[src/rtl/vga_rx_sync_if.sv]
// Capture-side VGA bus: incoming hs/vs/rgb stream plus the recovered
// pixel write port and timing statistics.
interface vga_rx_sync_if;
    logic        hs;
    logic        vs;
    logic [11:0] rgb;
    logic        locked;
    logic        frame_start;
    logic        pix_we;
    logic [9:0]  pix_x;
    logic [9:0]  pix_y;
    logic [11:0] pix_data;
    logic [10:0] h_meas;
    logic [10:0] v_meas;
    logic [15:0] err_cnt;

    modport master (
        output hs, vs, rgb,
        input  locked, frame_start, pix_we, pix_x, pix_y, pix_data,
               h_meas, v_meas, err_cnt
    );

    modport slave (
        input  hs, vs, rgb,
        output locked, frame_start, pix_we, pix_x, pix_y, pix_data,
               h_meas, v_meas, err_cnt
    );
endinterface

[src/rtl/vga_rx_sync.sv]
// VGA timing receiver: recovers x/y of each sample, verifies line/frame totals,
// locks and emits pixel writes. VGA_RX_STATS_EN enables h_meas/v_meas/err_cnt.
module vga_rx_sync #(
    parameter int H_SYNC      = 96,
    parameter int H_LEFT      = 144,
    parameter int H_VIDEO     = 784,
    parameter int H_TOTAL     = 800,
    parameter int V_TOP       = 35,
    parameter int V_VIDEO     = 515,
    parameter int V_TOTAL     = 525,
    parameter int LOCK_FRAMES = 2
) (
    input logic          clk,
    input logic          rst,
    vga_rx_sync_if.slave bus
);

    localparam logic [10:0] HL    = 11'(H_LEFT);
    localparam logic [10:0] HV    = 11'(H_VIDEO);
    localparam logic [10:0] HT    = 11'(H_TOTAL);
    localparam logic [10:0] VTP   = 11'(V_TOP);
    localparam logic [10:0] VV    = 11'(V_VIDEO);
    localparam logic [10:0] VT    = 11'(V_TOTAL);
    localparam logic [10:0] H_TO  = 11'(2 * H_TOTAL);
    localparam logic [10:0] V_TO  = 11'(2 * V_TOTAL);
    localparam logic [3:0]  LF    = 4'(LOCK_FRAMES);

    if (LOCK_FRAMES < 1 || LOCK_FRAMES > 15 || H_SYNC >= H_LEFT ||
        H_VIDEO > H_TOTAL || V_VIDEO > V_TOTAL) begin : g_cfg_check
        $error("vga_rx_sync: inconsistent timing parameters");
    end

    typedef enum logic [1:0] {SEARCH, TRACK, LOCKED} state_t;

    function automatic logic [10:0] sat_inc(input logic [10:0] v);
        return (v == 11'h7FF) ? v : v + 11'd1;
    endfunction

    logic        hs_q, vs_q, hs_dly_q, vs_line_q, vs_line_d;
    logic [11:0] rgb_q;
    logic [10:0] hcnt_q, hcnt_d, vcnt_q, vcnt_d, hinc, vinc;
    logic        frame_bad_q, frame_bad_d;
    state_t      state_q, state_d;
    logic [3:0]  good_q, good_d;
    logic        locked_q, frame_start_q, pix_we_q, pix_we_d;
    logic [9:0]  pix_x_q, pix_x_d, pix_y_q, pix_y_d;
    logic [11:0] pix_data_q, pix_data_d;
    logic        line_start, frame_det, line_bad, frame_bad, sync_loss, in_win;

    always_comb begin
        // hcnt_d/vcnt_d are the position of the sample currently in hs_q
        hinc        = sat_inc(hcnt_q);
        vinc        = sat_inc(vcnt_q);
        line_start  = hs_q & ~hs_dly_q;
        frame_det   = line_start & vs_q & ~vs_line_q;
        hcnt_d      = line_start ? 11'd0 : hinc;
        vcnt_d      = frame_det ? 11'd0 : (line_start ? vinc : vcnt_q);
        vs_line_d   = line_start ? vs_q : vs_line_q;
        line_bad    = line_start & (hinc != HT);
        frame_bad   = frame_det & (line_bad | frame_bad_q | (vinc != VT));
        frame_bad_d = frame_det ? 1'b0 : (frame_bad_q | line_bad);
        sync_loss   = (hcnt_d == H_TO) | (line_start & (vcnt_d == V_TO));

        state_d = state_q;
        good_d  = good_q;
        case (state_q)
            SEARCH: begin
                if (frame_det) begin
                    state_d = TRACK;
                    good_d  = 4'd0;
                end
            end
            TRACK: begin
                if (sync_loss) begin
                    state_d = SEARCH;
                end else if (frame_det) begin
                    if (frame_bad) begin
                        good_d = 4'd0;
                    end else if (good_q + 4'd1 == LF) begin
                        state_d = LOCKED;
                        good_d  = 4'd0;
                    end else begin
                        good_d = good_q + 4'd1;
                    end
                end
            end
            LOCKED: begin
                if (sync_loss | line_bad | frame_bad) state_d = SEARCH;
            end
            default: state_d = SEARCH;
        endcase

        // Next state gates the write so a detected loss suppresses it at once
        in_win     = (hcnt_d >= HL) && (hcnt_d < HV) && (vcnt_d >= VTP) && (vcnt_d < VV);
        pix_we_d   = in_win && (state_d == LOCKED);
        pix_x_d    = pix_we_d ? 10'(hcnt_d - HL) : 10'h3FF;
        pix_y_d    = pix_we_d ? 10'(vcnt_d - VTP) : 10'h3FF;
        pix_data_d = pix_we_d ? rgb_q : 12'h000;
    end

    always_ff @(posedge clk) begin
        if (rst) begin
            hs_q          <= 1'b0;
            vs_q          <= 1'b0;
            rgb_q         <= '0;
            hs_dly_q      <= 1'b0;
            vs_line_q     <= 1'b0;
            hcnt_q        <= '0;
            vcnt_q        <= '0;
            frame_bad_q   <= 1'b0;
            state_q       <= SEARCH;
            good_q        <= '0;
            locked_q      <= 1'b0;
            frame_start_q <= 1'b0;
            pix_we_q      <= 1'b0;
            pix_x_q       <= 10'h3FF;
            pix_y_q       <= 10'h3FF;
            pix_data_q    <= '0;
        end else begin
            hs_q          <= bus.hs;
            vs_q          <= bus.vs;
            rgb_q         <= bus.rgb;
            hs_dly_q      <= hs_q;
            vs_line_q     <= vs_line_d;
            hcnt_q        <= hcnt_d;
            vcnt_q        <= vcnt_d;
            frame_bad_q   <= frame_bad_d;
            state_q       <= state_d;
            good_q        <= good_d;
            locked_q      <= (state_d == LOCKED);
            frame_start_q <= frame_det;
            pix_we_q      <= pix_we_d;
            pix_x_q       <= pix_x_d;
            pix_y_q       <= pix_y_d;
            pix_data_q    <= pix_data_d;
        end
    end

    assign bus.locked      = locked_q;
    assign bus.frame_start = frame_start_q;
    assign bus.pix_we      = pix_we_q;
    assign bus.pix_x       = pix_x_q;
    assign bus.pix_y       = pix_y_q;
    assign bus.pix_data    = pix_data_q;

`ifdef VGA_RX_STATS_EN
    logic [10:0] h_meas_q, h_meas_d, v_meas_q, v_meas_d;
    logic [15:0] err_cnt_q, err_cnt_d;
    logic        err_evt;

    always_comb begin
        // At most one error per cycle, even if line and frame fail together
        err_evt   = (state_q != SEARCH) & (line_bad | frame_bad | sync_loss);
        h_meas_d  = line_start ? hinc : h_meas_q;
        v_meas_d  = frame_det ? vinc : v_meas_q;
        err_cnt_d = (err_evt && err_cnt_q != 16'hFFFF) ? err_cnt_q + 16'd1 : err_cnt_q;
    end

    always_ff @(posedge clk) begin
        if (rst) begin
            h_meas_q  <= '0;
            v_meas_q  <= '0;
            err_cnt_q <= '0;
        end else begin
            h_meas_q  <= h_meas_d;
            v_meas_q  <= v_meas_d;
            err_cnt_q <= err_cnt_d;
        end
    end

    assign bus.h_meas  = h_meas_q;
    assign bus.v_meas  = v_meas_q;
    assign bus.err_cnt = err_cnt_q;
`else
    assign bus.h_meas  = '0;
    assign bus.v_meas  = '0;
    assign bus.err_cnt = '0;
`endif

endmodule

[src/flat_wrapper.sv]
// flat-port wrapper written by rule: the top's interface ports become plain ports
module vga_rx_sync_flat 
#(
    parameter int H_SYNC      = 96,
    parameter int H_LEFT      = 144,
    parameter int H_VIDEO     = 784,
    parameter int H_TOTAL     = 800,
    parameter int V_TOP       = 35,
    parameter int V_VIDEO     = 515,
    parameter int V_TOTAL     = 525,
    parameter int LOCK_FRAMES = 2
)
  (clk, rst, bus_hs, bus_vs, bus_rgb, bus_locked, bus_frame_start, bus_pix_we, bus_pix_x, bus_pix_y, bus_pix_data, bus_h_meas, bus_v_meas, bus_err_cnt);
  vga_rx_sync_if bus_i ();
  input logic clk;
  input logic rst;
  input wire logic [$bits(bus_i.hs)-1:0] bus_hs;
  input wire logic [$bits(bus_i.vs)-1:0] bus_vs;
  input wire logic [$bits(bus_i.rgb)-1:0] bus_rgb;
  output wire logic [$bits(bus_i.locked)-1:0] bus_locked;
  output wire logic [$bits(bus_i.frame_start)-1:0] bus_frame_start;
  output wire logic [$bits(bus_i.pix_we)-1:0] bus_pix_we;
  output wire logic [$bits(bus_i.pix_x)-1:0] bus_pix_x;
  output wire logic [$bits(bus_i.pix_y)-1:0] bus_pix_y;
  output wire logic [$bits(bus_i.pix_data)-1:0] bus_pix_data;
  output wire logic [$bits(bus_i.h_meas)-1:0] bus_h_meas;
  output wire logic [$bits(bus_i.v_meas)-1:0] bus_v_meas;
  output wire logic [$bits(bus_i.err_cnt)-1:0] bus_err_cnt;
  assign bus_i.hs = bus_hs;
  assign bus_i.vs = bus_vs;
  assign bus_i.rgb = bus_rgb;
  assign bus_locked = bus_i.locked;
  assign bus_frame_start = bus_i.frame_start;
  assign bus_pix_we = bus_i.pix_we;
  assign bus_pix_x = bus_i.pix_x;
  assign bus_pix_y = bus_i.pix_y;
  assign bus_pix_data = bus_i.pix_data;
  assign bus_h_meas = bus_i.h_meas;
  assign bus_v_meas = bus_i.v_meas;
  assign bus_err_cnt = bus_i.err_cnt;
  vga_rx_sync #(.H_SYNC(H_SYNC), .H_LEFT(H_LEFT), .H_VIDEO(H_VIDEO), .H_TOTAL(H_TOTAL), .V_TOP(V_TOP), .V_VIDEO(V_VIDEO), .V_TOTAL(V_TOTAL), .LOCK_FRAMES(LOCK_FRAMES)) u_core (.clk(clk), .rst(rst), .bus(bus_i));
endmodule
[config.mk]
export PLATFORM = sky130hd
export DESIGN_NAME = vga_rx_sync_flat
export DESIGN_NICKNAME = d
export VERILOG_FILES = /design/src/rtl/vga_rx_sync_if.sv /design/src/rtl/vga_rx_sync.sv /design/src/flat_wrapper.sv
export SDC_FILE = /design/constraint.sdc
export NUM_CORES = 1
export LEC_CHECK = 0
export CORE_UTILIZATION = 45
export CTS_CLUSTER_DIAMETER = 60
export DETAILED_ROUTE_END_ITERATION = 6
export PLACE_DENSITY = 0.8
export SKIP_CTS_REPAIR_TIMING = 1
export SLEW_MARGIN = 15
export SYNTH_ARGS = -nofsm -noshare
export SYNTH_HDL_FRONTEND = slang
export SYNTH_SLANG_ARGS = --single-unit
[constraint.sdc]
create_clock -name clk -period 9.53 [get_ports clk]
set_input_delay 1.4295 -clock clk [delete_from_list [all_inputs] [get_ports clk]]
set_output_delay 1.4295 -clock clk [all_outputs]
set_load 0.01 [all_outputs]
==> flow_summary.ini <==
[die]
io_pins = 89
initial_util_pct = 46.6
full_die_area_um2 = 9470
coreArea_um2 = 8760
dieHeight_um = 97.3
die_x_um = 97.3
fp-row-count = 34

[yosys]
synth_largest_type_area_fraction_pct = 39.2
postSynthRegisterBits = 80
synth-seq-area-share_pct = 39.2
ys_async_sr_fraction_pct = 0
synth_enable_flop_cells = 0
yosysMostFrequentCell = sky130_fd_sc_hd__dfxtp_1
synth_fa_ha_area_share_pct = 2.75
post_synth_most_frequent_cells = sky130_fd_sc_hd__dfxtp_1 (80), sky130_fd_sc_hd__buf_4 (39), sky130_fd_sc_hd__nor2_1 (37)
yosysWarningCount = 0
synth.avg_cell_area_um2 = 8.62
synth_top_cells_by_area = sky130_fd_sc_hd__dfxtp_1 (39%), sky130_fd_sc_hd__buf_4 (7.2%), sky130_fd_sc_hd__nand3_1 (4.2%)
main_combinational_cell_family_by_area_after_synthesis = simple AND/OR/NAND/NOR gates
synth_simple_gate_area_share_pct = 25.3
post_synth_xor_area_fraction_pct = 3.64
dominantRegCellSynth = sky130_fd_sc_hd__dfxtp_1
synth-compound-area-share_pct = 16.0
synthCells = 474
yosys-mux-area-fraction_pct = 1.56
syn-cell-area_um2 = 4090
netlist-cell-type-count = 60
synth_top_cell_by_area = sky130_fd_sc_hd__dfxtp_1

[timing]
final.setup_skew_ps = 13.1
grt_setup_unrepaired = no
clock_period_minus_final_worst_setup_slack_ps = 3800
final.hold.worst_slack_ps = 453
worst_pin_slew_ps = 804
max_clock_freq_ghz = 0.263
final-max-slew-violation-count = 0
report.final.hold_viol_count = 0
setup_violations = 0
period_share_pct = 39.9
normalized_max_slew_margin_pct = 46.3
setup_total_negative_slack_ps = 0

[grt]
grt_pass1_wl_mm = 14.6
grt_start_max_net_pins = 40
gr-total-overflow = 0
grt_pass1_vias = 3149
grt_antenna_before_repair = 0
grt_usage_pct = 18.8

[detailed_routing]
post_drt_wl_per_cell_um = 14.2
antenna_violating_nets_post_route = 0
drt-vias-per-instance = 5.60
wirelength_mm = 8.85
first_pass_iters = 6
drt-initial-drc-count = 155
detail_route.drc_violations = 0
vias = 3481

[final_layout]
area.growth.synth_to_final_pct = 13.6
drive_above_1_share_pct = 6.23
final_net_count = 534
num_antenna_cells = 0
fillerInstances = 801
post_layout_utilization_of_the_core_pct = 53.0

[placed_design]
detailedPlacementHpwl_mm = 6.35
io_buffers = 50
final_weighted_congestion_in_routability_driven_placement = 0.934

[critical_path]
crit_path_start_kind = flip-flop
critical_path_required_ps = 9750
critPathCaptureType = flip-flop
setup.worst_path.class = flip-flop to flip-flop
worstPathMaxFanout = 33
worst_ep_arrival_time_ps = 4030

[clocking]
clock_tree.root_cell = sky130_fd_sc_hd__clkbuf_8
cts_tree = done
cts_htree_levels = 3
cts.clk_slew.worst_paths_ps = 90
clock_buffer_count_from_cts = 9
cts_buffer_depth = 2
worst_skew_pair.late_latency_ps = 350
clock_sink_count = 80

[power]
power.switching_fraction_pct = 26.0
comb_power_share_pct = 7.1
vdd_ir_drop_max_mv = 0.0792
power.density_cell_area_nw_per_um2 = 134
netSwitchingPower_mw = 0.162
cellInternalPower_mw = 0.462
clock_power_share_pct = 37.7
static-leakage-power_nw = 1.74
share_seq_of_total_power_pct = 55.3
power_mw = 0.624

[job]
drv.max_cap_violation_count = 0

[status]
outcome = completed

[worst_hold_path]
hold_path.class = flip-flop to flip-flop
==> routing by layer <==
metal	global-route usage [%]	up-vias	wire, um
met1	21.6	1620	3660
met2	33.0	143	4440
met4	8.14	0	257
met3	4.82	29	498
li1	-	1689	-
met5	0	-	0
==> per-stage QoR <==
| step | worst slack (ps) | area, um2 | std cells |
|---|---|---|---|
| global placement | 5880 | 4460 | 606 |
| detailed placement | 5810 | 4460 | 606 |
| CTS | 5800 | 4640 | 622 |
| finish | 5730 | 4640 | 622 |
| floorplan | 6540 | 4230 | 511 |
| global route | 5330 | 4640 | 622 |
==> critical path, cell delays in order (launching register included) <==
cell,delay [ps]
sky130_fd_sc_hd__dfxtp_1,450
sky130_fd_sc_hd__ha_1,400
sky130_fd_sc_hd__nand2_1,160
sky130_fd_sc_hd__o311ai_0,460
sky130_fd_sc_hd__xor2_1,150
sky130_fd_sc_hd__or2_2,360
sky130_fd_sc_hd__ha_1,210
sky130_fd_sc_hd__inv_1,50
sky130_fd_sc_hd__a2111oi_0,60
sky130_fd_sc_hd__a31oi_1,340
sky130_fd_sc_hd__o41ai_1,180
sky130_fd_sc_hd__a2111oi_4,330
sky130_fd_sc_hd__buf_4,350
sky130_fd_sc_hd__o2111ai_1,160
==> cells by family (layout without fill, tap and decap cells) <==
group / Yosys count / after routing
AOI/OAI and AO/OA: 90 / 90
xor gates and xnor gates: 17 / 17
adders and majority gates: 9 / 9
buffers and inverters: 77 / 80
DFF: 80 / 80
muxes: 6 / 6
other: 1 / 38
and+or+nand+nor: 194 / 194
==> flip-flops by register name, summed over array words and instances (netlist names), 2 cells and up <==
| register | count |
|---|---|
| u_core.bus.pix_x | 10 |
| u_core.bus.pix_y | 10 |
| u_core.state_q | 2 |
| u_core.vcnt_q | 11 |
| u_core.bus.pix_data | 12 |
| u_core.rgb_q | 12 |
| u_core.hcnt_q | 11 |
| u_core.good_q | 4 |
==> final cells by class <==
| class | count | area (um2) | share of cell area [%] |
|---|---|---|---|
| Clock buffer | 10 | 138 | 2.96 |
| Clock inverter | 6 | 47.5 | 1.02 |
| Inverter | 11 | 41.3 | 0.889 |
| Multi-Input combinational cell | 354 | 2160 | 46.4 |
| Sequential cell | 80 | 1600 | 34.5 |
| Tap cell | 108 | 135 | 2.91 |
| Timing Repair Buffer | 53 | 523 | 11.3 |
==> worst paths after layout <==
path                          from                      to  slack (ps)  cells past startpoint
hold reg to reg    u_core.rgb_q[6]  u_core.bus.pix_data[6]         450                      1
setup reg to reg  u_core.hcnt_q[1]     u_core.bus.pix_x[7]        5730                     13
hold / removal     u_core.rgb_q[6]  u_core.bus.pix_data[6]         450                      1
setup / recovery  u_core.hcnt_q[1]     u_core.bus.pix_x[7]        5730                     13
==> cells in the final DEF (no fill, tap or decap), types with 10 or more instances in the layout <==
cell type,count
sky130_fd_sc_hd__conb_1,38
sky130_fd_sc_hd__nand2_1,25
sky130_fd_sc_hd__and3_1,23
sky130_fd_sc_hd__a31oi_1,10
sky130_fd_sc_hd__clkbuf_8,10
sky130_fd_sc_hd__nor3_1,11
sky130_fd_sc_hd__a21oi_1,20
sky130_fd_sc_hd__nor2_1,37
sky130_fd_sc_hd__o21ai_0,18
sky130_fd_sc_hd__nor2b_1,21
sky130_fd_sc_hd__inv_1,11
sky130_fd_sc_hd__nand3_1,34
sky130_fd_sc_hd__clkdlybuf4s50_1,50
sky130_fd_sc_hd__dfxtp_1,80
==> power groups by stage <==
stage	clock network, mW	logic, mW	registers [mW]
2_1_floorplan	0	0.0438	0.350
3_3_place_gp	0	0.0431	0.352
3_5_place_dp	0	0.0435	0.352
4_1_cts	0.241	0.0437	0.344
5_1_grt	0.256	0.0487	0.345
6_report	0.235	0.0440	0.345
Note: power is estimated with default switching activity, not from simulation.
